**src/rtl/imm_decode_pkg.sv**
```systemverilog
// Shared opcodes, type-bit indices and the buffered entry layout for imm_decode_stage.
package imm_decode_pkg;

  localparam logic [6:0] OPC_LOAD      = 7'b0000011;
  localparam logic [6:0] OPC_MISC_MEM  = 7'b0001111;
  localparam logic [6:0] OPC_OP_IMM    = 7'b0010011;
  localparam logic [6:0] OPC_AUIPC     = 7'b0010111;
  localparam logic [6:0] OPC_OP_IMM_32 = 7'b0011011;
  localparam logic [6:0] OPC_STORE     = 7'b0100011;
  localparam logic [6:0] OPC_OP        = 7'b0110011;
  localparam logic [6:0] OPC_LUI       = 7'b0110111;
  localparam logic [6:0] OPC_OP_32     = 7'b0111011;
  localparam logic [6:0] OPC_BRANCH    = 7'b1100011;
  localparam logic [6:0] OPC_JALR      = 7'b1100111;
  localparam logic [6:0] OPC_JAL       = 7'b1101111;
  localparam logic [6:0] OPC_SYSTEM    = 7'b1110011;

  localparam int TYP_J = 4;
  localparam int TYP_U = 3;
  localparam int TYP_B = 2;
  localparam int TYP_S = 1;
  localparam int TYP_I = 0;

  // pc/imm sized for the widest XLEN; narrower builds use the low bits only.
  typedef struct packed {
    logic [31:0] ir;
    logic [63:0] pc;
    logic [4:0]  typ;
    logic [63:0] imm;
    logic        illegal;
  } imm_entry_t;

  typedef enum logic [1:0] {EMPTY, ONE, FULL} skid_state_e;

endpackage

```
**src/rtl/imm_decode_comb.sv**
```systemverilog
// Combinational decoder: instruction word -> one-hot type, sign-extended immediate, illegal flag.
module imm_decode_comb
  import imm_decode_pkg::*;
#(
  parameter int XLEN = 32
) (
  input  logic [31:0]     i_ir,
  output logic [4:0]      o_type,
  output logic [XLEN-1:0] o_imm,
  output logic            o_illegal
);

  logic [4:0]  w_typ;
  logic        w_illegal;
  logic [63:0] w_imm64;
  logic        w_unused_imm;

  always_comb begin
    w_typ     = '0;
    w_illegal = 1'b0;
    if (i_ir[1:0] != 2'b11) begin
      w_illegal = 1'b1;
    end else begin
      case (i_ir[6:0])
        OPC_LOAD, OPC_MISC_MEM, OPC_OP_IMM, OPC_JALR, OPC_SYSTEM: w_typ[TYP_I] = 1'b1;
        OPC_OP_IMM_32: if (XLEN == 64) w_typ[TYP_I] = 1'b1; else w_illegal = 1'b1;
        OPC_STORE:     w_typ[TYP_S] = 1'b1;
        OPC_BRANCH:    w_typ[TYP_B] = 1'b1;
        OPC_LUI, OPC_AUIPC: w_typ[TYP_U] = 1'b1;
        OPC_JAL:       w_typ[TYP_J] = 1'b1;
        OPC_OP:        ;
        OPC_OP_32:     if (XLEN != 64) w_illegal = 1'b1;
        default:       w_illegal = 1'b1;
      endcase
    end
  end

  // Build at 64 bits and truncate, so XLEN=32 and XLEN=64 share one path.
  always_comb begin
    w_imm64 = '0;
    if (w_typ[TYP_I])      w_imm64 = {{52{i_ir[31]}}, i_ir[31:20]};
    else if (w_typ[TYP_S]) w_imm64 = {{52{i_ir[31]}}, i_ir[31:25], i_ir[11:7]};
    else if (w_typ[TYP_B]) w_imm64 = {{51{i_ir[31]}}, i_ir[31], i_ir[7], i_ir[30:25], i_ir[11:8], 1'b0};
    else if (w_typ[TYP_U]) w_imm64 = {{32{i_ir[31]}}, i_ir[31:12], 12'b0};
    else if (w_typ[TYP_J]) w_imm64 = {{43{i_ir[31]}}, i_ir[31], i_ir[19:12], i_ir[20], i_ir[30:21], 1'b0};
  end

  assign w_unused_imm = ^w_imm64;
  assign o_type       = w_typ;
  assign o_imm        = w_imm64[XLEN-1:0];
  assign o_illegal    = w_illegal;

endmodule

```
**src/rtl/imm_decode_stage.sv**
```systemverilog
// Decode front stage with a 2-entry skid buffer and registered in_ready_o.
// Optional same-cycle bypass when empty: define IMM_DECODE_BYPASS_EN.
module imm_decode_stage
  import imm_decode_pkg::*;
#(
  parameter int XLEN = 32
) (
  input  logic            clk_i,
  input  logic            rst_i,
  input  logic            flush_i,
  input  logic            in_valid_i,
  output logic            in_ready_o,
  input  logic [31:0]     in_ir_i,
  input  logic [XLEN-1:0] in_pc_i,
  output logic            out_valid_o,
  input  logic            out_ready_i,
  output logic [31:0]     out_ir_o,
  output logic [XLEN-1:0] out_pc_o,
  output logic [4:0]      out_type_o,
  output logic [XLEN-1:0] out_imm_o,
  output logic            out_illegal_o
);

  logic [4:0]      w_typ;
  logic [XLEN-1:0] w_imm;
  logic            w_illegal;
  imm_entry_t      w_in_entry, w_out_entry, r_head, r_skid;
  skid_state_e     r_state, w_state_nxt;
  logic            r_in_ready, w_push, w_pop, w_bypass, w_out_valid;
  logic            w_unused_entry;

  imm_decode_comb #(.XLEN(XLEN)) u_dec (
    .i_ir      (in_ir_i),
    .o_type    (w_typ),
    .o_imm     (w_imm),
    .o_illegal (w_illegal)
  );

  always_comb begin
    w_in_entry         = '0;
    w_in_entry.ir      = in_ir_i;
    w_in_entry.pc      = 64'(in_pc_i);
    w_in_entry.typ     = w_typ;
    w_in_entry.imm     = 64'(w_imm);
    w_in_entry.illegal = w_illegal;
  end

`ifdef IMM_DECODE_BYPASS_EN
  assign w_bypass = (r_state == EMPTY) & in_valid_i;
`else
  assign w_bypass = 1'b0;
`endif

  assign w_out_valid = (r_state != EMPTY) | w_bypass;
  assign w_out_entry = w_bypass ? w_in_entry : r_head;
  assign w_push      = in_valid_i & r_in_ready;
  assign w_pop       = w_out_valid & out_ready_i;

  always_comb begin
    w_state_nxt = r_state;
    if (flush_i) begin
      w_state_nxt = EMPTY;
    end else begin
      case (r_state)
        EMPTY:   if (w_push && !w_pop) w_state_nxt = ONE;
        ONE:     if (w_push && !w_pop) w_state_nxt = FULL;
                 else if (!w_push && w_pop) w_state_nxt = EMPTY;
        FULL:    if (w_pop) w_state_nxt = ONE;
        default: w_state_nxt = EMPTY;
      endcase
    end
  end

  always_ff @(posedge clk_i or posedge rst_i) begin
    if (rst_i) begin
      r_state    <= EMPTY;
      r_in_ready <= 1'b1;
      r_head     <= '0;
      r_skid     <= '0;
    end else begin
      r_state    <= w_state_nxt;
      r_in_ready <= (w_state_nxt != FULL);
      if (!flush_i) begin
        case (r_state)
          // A bypassed word that is popped the same cycle never lands in the buffer.
          EMPTY:   if (w_push && !w_pop) r_head <= w_in_entry;
          ONE:     if (w_push && w_pop) r_head <= w_in_entry;
                   else if (w_push) r_skid <= w_in_entry;
          FULL:    if (w_pop) r_head <= r_skid;
          default: ;
        endcase
      end
    end
  end

  assign w_unused_entry = ^w_out_entry;
  assign in_ready_o     = r_in_ready;
  assign out_valid_o    = w_out_valid;
  assign out_ir_o       = w_out_entry.ir;
  assign out_pc_o       = w_out_entry.pc[XLEN-1:0];
  assign out_type_o     = w_out_entry.typ;
  assign out_imm_o      = w_out_entry.imm[XLEN-1:0];
  assign out_illegal_o  = w_out_entry.illegal;

endmodule

```
**config.mk**
```make
export PLATFORM = sky130hd
export DESIGN_NAME = imm_decode_stage
export DESIGN_NICKNAME = d
export VERILOG_FILES = /design/src/rtl/imm_decode_pkg.sv /design/src/rtl/imm_decode_comb.sv /design/src/rtl/imm_decode_stage.sv
export SDC_FILE = /design/constraint.sdc
export NUM_CORES = 1
export LEC_CHECK = 0
export ABC_AREA = 1
export CAP_MARGIN = 20
export CORE_UTILIZATION = 40
export CTS_CLUSTER_DIAMETER = 100
export DETAILED_ROUTE_END_ITERATION = 12
export SETUP_SLACK_MARGIN = 0.2
export SLEW_MARGIN = 20
export SYNTH_ARGS = -nofsm -noshare
export SYNTH_HDL_FRONTEND = slang
export SYNTH_SLANG_ARGS = --single-unit
```
**constraint.sdc**
```tcl
create_clock -name clk_i -period 16.4 [get_ports clk_i]
set_input_delay 3.28 -clock clk_i [delete_from_list [all_inputs] [get_ports clk_i]]
set_output_delay 3.28 -clock clk_i [all_outputs]
set_load 0.01 [all_outputs]
```
======== Yosys cells after proc, flatten, opt, wreduce, memory -nomap -nowiden ========
Cells that the tools add are included.
operators by class
  equal/unequal tests ..................... 18
  multiplexer cells ....................... 23
  bitwise gates (word level) .............. 4
  reduce and logical (&&, ||, !) cells .... 13
operators with widths
  kind                                                                    count
  166-bit 2-to-1 mux                                                      3
  166-bit case mux with 3 select lines                                    1
  32-bit 2-to-1 mux                                                       5
  7-bit equality test (second input constant)                             4
  7-bit by 6-bit equality test with 1-bit output (second input constant)  3
  7-bit by 5-bit equality test with 1-bit output (second input constant)  2
  11-bit OR reduction                                                     1
  2-bit 2-to-1 mux                                                        5
  2-bit inequality test (second input constant)                           5
  7-bit by 2-bit equality test with 1-bit output (second input constant)  1
  7-bit by 4-bit equality test with 1-bit output (second input constant)  1
  1-bit 2-to-1 mux                                                        7
  2-bit case mux with 3 select lines                                      1
  5-bit 2-to-1 mux                                                        1
  5-bit AND reduction                                                     1
  5-bit OR reduction                                                      1
  4-bit AND reduction                                                     1
  1-bit logical AND                                                       3
  3-bit nonzero test                                                      1
  1-bit AND                                                               2
  2-bit by 1-bit equality test with 1-bit output (second input constant)  1
  2-bit equality test (second input constant)                             1
  1-bit zero test                                                         2
  2-bit zero test                                                         1
  3 further kinds                                                         4
word-level totals
  register bits ........................... 207

======== Longest topological paths before layout ========
Gate-level depths: netlist (run 1).
  depth in word-level cells ............... 11
  depth in mapped cells ................... 11

======== Cells and area by module ========
Synthesis (run 1) repeated with hierarchy kept, for this count alone.
unflattened totals
  cell total of the unflattened synthesis .. 1358
  area, all modules ....................... 10107.2 sq um
modules (own cells, without submodules)
  module            instances  cells each  area an instance (sq um)  seq. area each (sq um)
  imm_decode_stage  1          1123        9128.8                    5181.2
  imm_decode_comb   1          235         978.4                     0.0

======== Least setup slack after synthesis (run 1) ========
Ideal clock, no wire load.
  kind .................................... input -> register
  start ................................... in in_ir_i[1]
  end ..................................... reg r_head (netlist bit out_imm_o[15])
  arrival ................................. 4185 ps
  data required time ...................... 16283 ps
  slack ................................... 12098 ps
  stages on the path ...................... 11
  buffers on the path ..................... 1
  cell sequence ........................... nand2_2 -> inv_2 -> nand2_2 -> nor2_1 -> nor2_2 -> nand2_4 -> nand2_4 -> buf_6 -> nand3_1 -> nand2_1 -> nand2_1
between the ends
  cells in the longest elaborated chain, start to end .. 10
  elaborated cells between the ends (all ways) .. 27
  those cells by class .................... eq/ne: 11; mux: 14; reduce/logical: 2
RTL lines
  what                                                    line                                            text
  from (decl)                                             imm_decode_stage.sv:13                          input logic [31:0] in_ir_i,
  7-bit equality test, or another cell as far along       imm_decode_comb.sv:24                           case (i_ir[6:0])
  1-bit 2-to-1 mux or 2-bit OR reduction (tied branches)  --
  5-bit 2-to-1 mux *                                      imm_decode_comb.sv:21                           if (i_ir[1:0] != 2'b11) begin
  32-bit 2-to-1 mux or 5-bit 2-to-1 mux (tied branches)   imm_decode_comb.sv:45, imm_decode_comb.sv:21
  32-bit 2-to-1 mux                                       imm_decode_comb.sv:44                           else if (w_typ[TYP_U]) w_imm64 = {{32{i_ir[31]}}, i_ir[31:12], 12'b0};
  32-bit 2-to-1 mux                                       imm_decode_comb.sv:43                           else if (w_typ[TYP_B]) w_imm64 = {{51{i_ir[31]}}, i_ir[31], i_ir[7], i_ir[30:25], i_ir[11:8], 1'b0};
  32-bit 2-to-1 mux                                       imm_decode_comb.sv:42                           else if (w_typ[TYP_S]) w_imm64 = {{52{i_ir[31]}}, i_ir[31:25], i_ir[11:7]};
  32-bit 2-to-1 mux *                                     imm_decode_comb.sv:41                           if (w_typ[TYP_I]) w_imm64 = {{52{i_ir[31]}}, i_ir[31:20]};
  166-bit 2-to-1 mux (on tied branches)                   imm_decode_stage.sv:87, imm_decode_stage.sv:86
  166-bit case mux with 3 select lines *                  imm_decode_stage.sv:84                          case (r_state)
  to (signal assigned)                                    imm_decode_stage.sv:86                          EMPTY: if (w_push && !w_pop) r_head <= w_in_entry;
  to (signal assigned)                                    imm_decode_stage.sv:87                          ONE: if (w_push && w_pop) r_head <= w_in_entry;
  to (signal assigned)                                    imm_decode_stage.sv:89                          FULL: if (w_pop) r_head <= r_skid;
  to (decl)                                               imm_decode_stage.sv:27                          imm_entry_t w_in_entry, w_out_entry, r_head, r_skid;
Every way passes the cells marked *; elsewhere a longest branch is shown, timed or not. The select of a mux whose other input is x is not followed.
A chain may end at the register's enable or synchronous reset.

======== Final worst setup path (run 1) ========
  start ................................... in in_valid_i
  end ..................................... reg r_head (netlist bit out_type_o[4])
between the ends
  cells in the longest elaborated chain, start to end .. 4
  elaborated cells between the ends (all ways) .. 6
  those cells by class .................... eq/ne: 2; bitwise: 1; reduce/logical: 3
RTL lines
  what                                    line                                            text
  from (decl)                             imm_decode_stage.sv:11                          input logic in_valid_i,
  1-bit AND *                             imm_decode_stage.sv:56                          assign w_push = in_valid_i & r_in_ready;
  1-bit logical AND (on tied branches)    imm_decode_stage.sv:87, imm_decode_stage.sv:86
  2-bit inequality test (no source line)  --
  5-bit AND reduction (no source line) *  --
Every way passes the cells marked *; elsewhere a longest branch is shown, timed or not.

==> results of run 1 <==
final cells by class:
cell class                 instances  area [um^2]
multi-input combinational        864         3709
clock buffer                      36        714.4
fill                            2199        10820
inverter                          61        239.0
sequential                       207         5181
antenna                            1        2.502
clock inverter                     4        45.04
tap                              313        391.6
timing repair buffer             182         1817
sequential cells by signal (all words and copies together), names as in the netlist:
name and cells:
r_skid 102, out_imm_o 32, out_ir_o 32, out_pc_o 32
out_type_o 5, r_state 2, in_ready_o 1, out_illegal_o 1
tightest hold or removal path, delay by kind of cell (launching register included):
kind             cells  cell delay, ns
and+or+nand+nor      2            0.10
DFF                  1            0.34
path summary, 6_finish.rpt:
check	endpoint
max in group asynchronous	r_skid[75]
min	r_skid[135]
min in group asynchronous	r_skid[99]
max reg2reg	out_type_o[4]
min reg2reg	r_skid[135]
max	out_type_o[4]
cells by family (layout without fill, tap and decap cells):
family | after synthesis | count (layout)
AND/OR/NAND/NOR | 702 | 702
flip-flops | 207 | 207
AO/OA/AOI/OAI | 162 | 162
buffers and inverters | 133 | 283
other | 0 | 1
power by group through the flow:
stage | registers [uW] | logic (uW) | clock network (uW)
2_1_floorplan | 673 | 124 | 0
3_3_place_gp | 661 | 264 | 0
3_5_place_dp | 662 | 269 | 0
4_1_cts | 654 | 271 | 526
5_1_grt | 666 | 301 | 544
6_report | 654 | 268 | 515
stage by stage:
stage	cells	power [uW]	worst slack, ns
5_1_grt	1668	1511	10.10
2_1_floorplan	1204	797.2	7.469
6_report	1668	1437	10.43
3_5_place_dp	1626	931.6	9.898
4_1_cts	1666	1451	10.42
3_3_place_gp	1626	925.5	9.921
routing by layer:
layer | part of all wire (%) | vias up | wire (um)
met5 | 0 | - | 0
met4 | 1.9 | 0 | 481
met3 | 4.4 | 30 | 1127
met2 | 46 | 204 | 11710
met1 | 48 | 3877 | 12400
li1 | - | 4105 | -
Yosys cell counts (all sizes together):
master | n | area [um^2]
o21ai | 56 | 280.3
nand3 | 56 | 300.3
o31ai | 6 | 45.04
nand4 | 2 | 18.77
dfstp | 1 | 26.28
nor2 | 128 | 503.0
o211ai | 1 | 7.510
nor3 | 8 | 40.04
dfrtp | 206 | 5155
clkbuf | 31 | 118.9
nand2 | 508 | 1932
a31oi | 58 | 362.9
a21oi | 41 | 205.2
buf | 41 | 249.0
inv | 61 | 229.0
==> impl_metrics.json, run 1 <==
{
  "status": "finished clean",
  "max-slew-margin-rel_pct": 23.24,
  "cts_buffer_depth": 3,
  "row_count": 55,
  "fp.dieArea_um2": 24300,
  "hp-class": "flop to flop",
  "syn_to_final_growth_pct": 27.72,
  "final_nets": 1408,
  "use_met2_pct": 33.63,
  "worstPathMaxFanout": 86,
  "whs_path_depth": 2,
  "critical_path_class": "primary input to flop",
  "firstDrtPassIters": 6,
  "grt_max_degree": 143,
  "power.density_nw_per_um2": 118.8,
  "final-hold-violation-count": 0,
  "synth_compound_area_share_pct": 9.510,
  "synth_top_family_by_area": "simple AND/OR/NAND/NOR gates",
  "hp-start": "r_skid[135]",
  "startpoint_type": "primary input",
  "regToRegSetupSlack_ns": 13.07,
  "cp-end-kind": "flop",
  "yosys.area_share.simple_pct": 29.49,
  "required_ns": 16.81,
  "drv_cap": 0,
  "cp-startpoint": "in_valid_i",
  "p_int_uw": 1051,
  "combPwrFrac_pct": 18.6,
  "dp_hpwl_um": 15940,
  "min_period_over_period_pct": 36.42,
  "cts_setup_buffers": 0,
  "yosysSeqAreaShare_pct": 54.70,
  "cts_buffers": 23,
  "finalSetupViolations": 0,
  "worstMarginPinSlew_ns": 1.151,
  "swShare_pct": 26.90,
  "vias": 8216,
  "grt.overflow.total": 0,
  "path_cells": "clkdlybuf4s50_1 > nand2_1 > inv_2 > nor2_1 > nor2_1 > nand3_2 > clkinv_2 > buf_4 > o21ai_0 > o21ai_0",
  "postPlaceCellArea_um2": 11310,
  "use_met3_pct": 2.833,
  "cp.depth": 10,
  "p_leak_uw": 0.006067,
  "totalWireLength_um": 25720,
  "synth_mux_area_share_pct": 0,
  "slowest_delay_ns": 0.73,
  "dr.first_iter.drc_count": 566,
  "synth_fa_ha_area_share_pct": 0,
  "post_synth_num_cell_types": 27,
  "power.switching_uw": 386.6,
  "grt_pass1_wl_um": 41430,
  "antenna_left": 0,
  "synth_cells": 1204,
  "busiest_layer": "met2",
  "max_freq_mhz": 167.4,
  "start_util_pct": 41.34,
  "via_per_inst": 4.926,
  "cpLargestDelayFamily": "buffers and inverters",
  "port_buffers": 172,
  "core-area_um2": 22920,
  "crit_arrival_ns": 6.38,
  "grt_antenna_before_repair": 1,
  "final_common_cell": "nand2_1",
  "clkPwrFrac_pct": 35.9,
  "slew_viol_final": 0,
  "clk_latency_ns": 0.50,
  "root_buffer": "clkbuf_16",
  "grt_pass1_vias": 7774,
  "synth-seq-cells": 207,
  "io_pins": 173,
  "timing.hold.ws_ns": 0.4762,
  "synth_area_per_cell_um2": 7.868,
  "crit_buf_inv": 4,
  "peakVddDrop_uv": 60.82,
  "drive_gt1_share_pct": 5.465,
  "clock_sinks": 207,
  "clkSlewWorstSetupHoldPaths_ns": 0.06,
  "pwr-share-seq_pct": 45.5,
  "htree_levels": 1,
  "yosys.area_share.xor_xnor_pct": 0,
  "grt.total_usage_pct": 21.35,
  "r2r_start": "r_state[1]",
  "use_met1_pct": 31.03,
  "setup-tns-final_ns": 0,
  "period_needed_ns": 5.973,
  "ys_warn_count": 0,
  "detail_route.wl_per_cell_um": 15.42,
  "final_cell_mix": "502 x nand2_1, 206 x dfrtp_1, 172 x clkdlybuf4s50_1",
  "fp.dieW_um": 155.9,
  "slowest_stage": "buf_4",
  "cts_tree": "built",
  "ff2ff_path_depth": 8,
  "clock_skew_ns": 0.01420,
  "syn_nets": 1273,
  "cts-resized-gates": 0,
  "rsz0062_at_grt": "false",
  "gp_congestion": 0.7838,
  "synth_area_um2": 9473,
  "drc_errors": 0,
  "dieHeight_um": 155.9,
  "fin_util_pct": 52.80,
  "holdBufCountCts": 0,
  "final_area_um2": 12100
}
(Power assumes the default switching activity.)
==> run 2, diff against run 1 <==
--- a/config.mk
+++ b/config.mk
@@ -10,6 +10,7 @@
 export CORE_UTILIZATION = 40
 export CTS_CLUSTER_DIAMETER = 100
 export DETAILED_ROUTE_END_ITERATION = 12
+export PLACE_DENSITY = 0.66
 export SETUP_SLACK_MARGIN = 0.2
 export SLEW_MARGIN = 20
 export SYNTH_ARGS = -nofsm -noshare
==> constraint.sdc (replaced) <==
create_clock -name clk_i -period 4.9 [get_ports clk_i]
set_input_delay 0.98 -clock clk_i [delete_from_list [all_inputs] [get_ports clk_i]]
set_output_delay 0.98 -clock clk_i [all_outputs]
set_load 0.01 [all_outputs]
==> impl_metrics.json, run 2 (synthesis gave the netlist of run 1 again) <==
{
  "clock_sinks": 207,
  "r2r_end": "out_type_o[2]",
  "worstMarginPinSlew_ns": 1.068,
  "ff2ff_path_depth": 8,
  "root_buffer": "clkbuf_16",
  "hp-class": "flop to flop",
  "row_count": 55,
  "max-slew-margin-rel_pct": 28.83,
  "antenna_left": 0,
  "cp-startpoint": "in_ir_i[3]",
  "core-area_um2": 22920,
  "final_cell_mix": "502 x nand2_1, 206 x dfrtp_1, 172 x clkdlybuf4s50_1",
  "cp-end-kind": "flop",
  "grt_antenna_before_repair": 1,
  "crit_path_frequent_cell": "nand2_1",
  "firstDrtPassIters": 5,
  "totalWireLength_um": 26180,
  "port_buffers": 172,
  "fp.dieArea_um2": 24300,
  "dr.first_iter.drc_count": 681,
  "syn_to_final_growth_pct": 28.07,
  "largest_register_ffs": 102,
  "finalSetupViolations": 0,
  "cts-resized-gates": 0,
  "grt.overflow.total": 0,
  "slowest_stage": "nor2_1",
  "io_pins": 173,
  "holdBufCountCts": 0,
  "top_register": "r_skid",
  "final_common_cell": "nand2_1",
  "cts_tree": "built",
  "final_area_um2": 12130,
  "regToRegSetupSlack_ns": 2.20,
  "finalPower_uw": 4856,
  "clock_skew_ns": 0.01383,
  "r2r_start": "r_state[1]",
  "htree_levels": 1,
  "vias": 8157,
  "rsz0062_at_grt": "false",
  "drv_cap": 0,
  "gp_congestion": 0.8146,
  "clk_latency_ns": 0.51,
  "start_util_pct": 41.34,
  "final-hold-violation-count": 0,
  "worstPathMaxFanout": 11,
  "clkSlewWorstSetupHoldPaths_ns": 0.06,
  "dieHeight_um": 155.9,
  "detail_route.wl_per_cell_um": 15.67,
  "crit_arrival_ns": 3.42,
  "final_nets": 1410,
  "setup-tns-final_ns": 0,
  "power.density_nw_per_um2": 400.2,
  "crit_end": "r_skid[19]",
  "grt_pass1_vias": 7631,
  "max_freq_mhz": 334.6,
  "grt_max_degree": 140,
  "cts_buffers": 24,
  "via_per_inst": 4.882,
  "timing.hold.ws_ns": 0.4757,
  "postPlaceCellArea_um2": 11350,
  "drc_errors": 0,
  "slowest_delay_ns": 0.62,
  "path_cells": "clkdlybuf4s50_1 > inv_1 > nand2_1 > nor2_1 > nand2_1 > nand2_1 > a21oi_1 > nand2_1 > nand2_1 > o21ai_1",
  "dp_hpwl_um": 16370,
  "required_ns": 5.33,
  "cts_setup_buffers": 0,
  "status": "finished clean",
  "min_period_over_period_pct": 61.00,
  "drive_gt1_share_pct": 5.453,
  "peakVddDrop_uv": 232.2,
  "grt_pass1_wl_um": 41880,
  "grt.total_usage_pct": 21.79,
  "p_leak_uw": 0.006075,
  "period_needed_ns": 2.989,
  "startpoint_type": "primary input",
  "cts_buffer_depth": 3,
  "critical_path_class": "primary input to flop",
  "fp.dieW_um": 155.9,
  "slew_viol_final": 0
}
-- run 2: changes by cell type in the layout (fill, tap and decap cells not counted), sizes merged --
cell,previous run,this run
buf,10,11
inv,59,58
clkbuf,36,38
clkinvlp,0,1
-- run 2: where the power goes --
group          internal, uW  switching (uW)
Clock                  1070             691
Sequential             2030             159
Combinational           441             460
Total                  3550            1310
-- run 2: cell type report --
type                            count  area [um^2]
Clock buffer                       38        734.5
Sequential cell                   207         5181
Timing Repair Buffer              183         1829
Fill cell                        2125        10780
Inverter                           61        235.2
Antenna cell                        1        2.502
Multi-Input combinational cell    864         3709
Tap cell                          313        391.6
Clock inverter                      4        48.80
-- run 2: worst min path at each step --
stage | to | from | slack, ns | cells after the start
floorplan | r_skid[67] | r_skid[67] | 0.44 | 2
global placement | r_skid[75] | r_skid[75] | 0.46 | 2
detailed placement | out_imm_o[10] | out_imm_o[10] | 0.46 | 2
CTS | r_skid[93] | r_skid[93] | 0.48 | 2
global route | r_skid[146] | r_skid[146] | 0.50 | 2
finish | out_imm_o[24] | out_imm_o[24] | 0.48 | 2
-- run 2: metrics by stage --
| step | std cells | utilization [%] | setup slack, ns |
|---|---|---|---|
| floorplan | 1204 | - | 1.235 |
| global placement | 1628 | 49.51 | 1.652 |
| detailed placement | 1628 | 49.51 | 1.462 |
| CTS | 1670 | 52.93 | 1.970 |
| global route | 1671 | 52.94 | 1.730 |
| finish | 1671 | 52.94 | 1.911 |
-- run 2: worst max-delay path: cells and delay by family --
family,cells,cell delay (ns)
AND/OR/NAND/NOR,6,1.58
AO/OA/AOI/OAI,2,0.25
buffers and inverters,2,0.61
-- run 2: layer usage --
layer,wire length (um),global-route usage (%),share of wire (%)
met3,1408,3.750,5.4
met2,11470,31.97,44
met4,522,6.022,2.0
met1,12780,32.86,49
met5,0,0,0
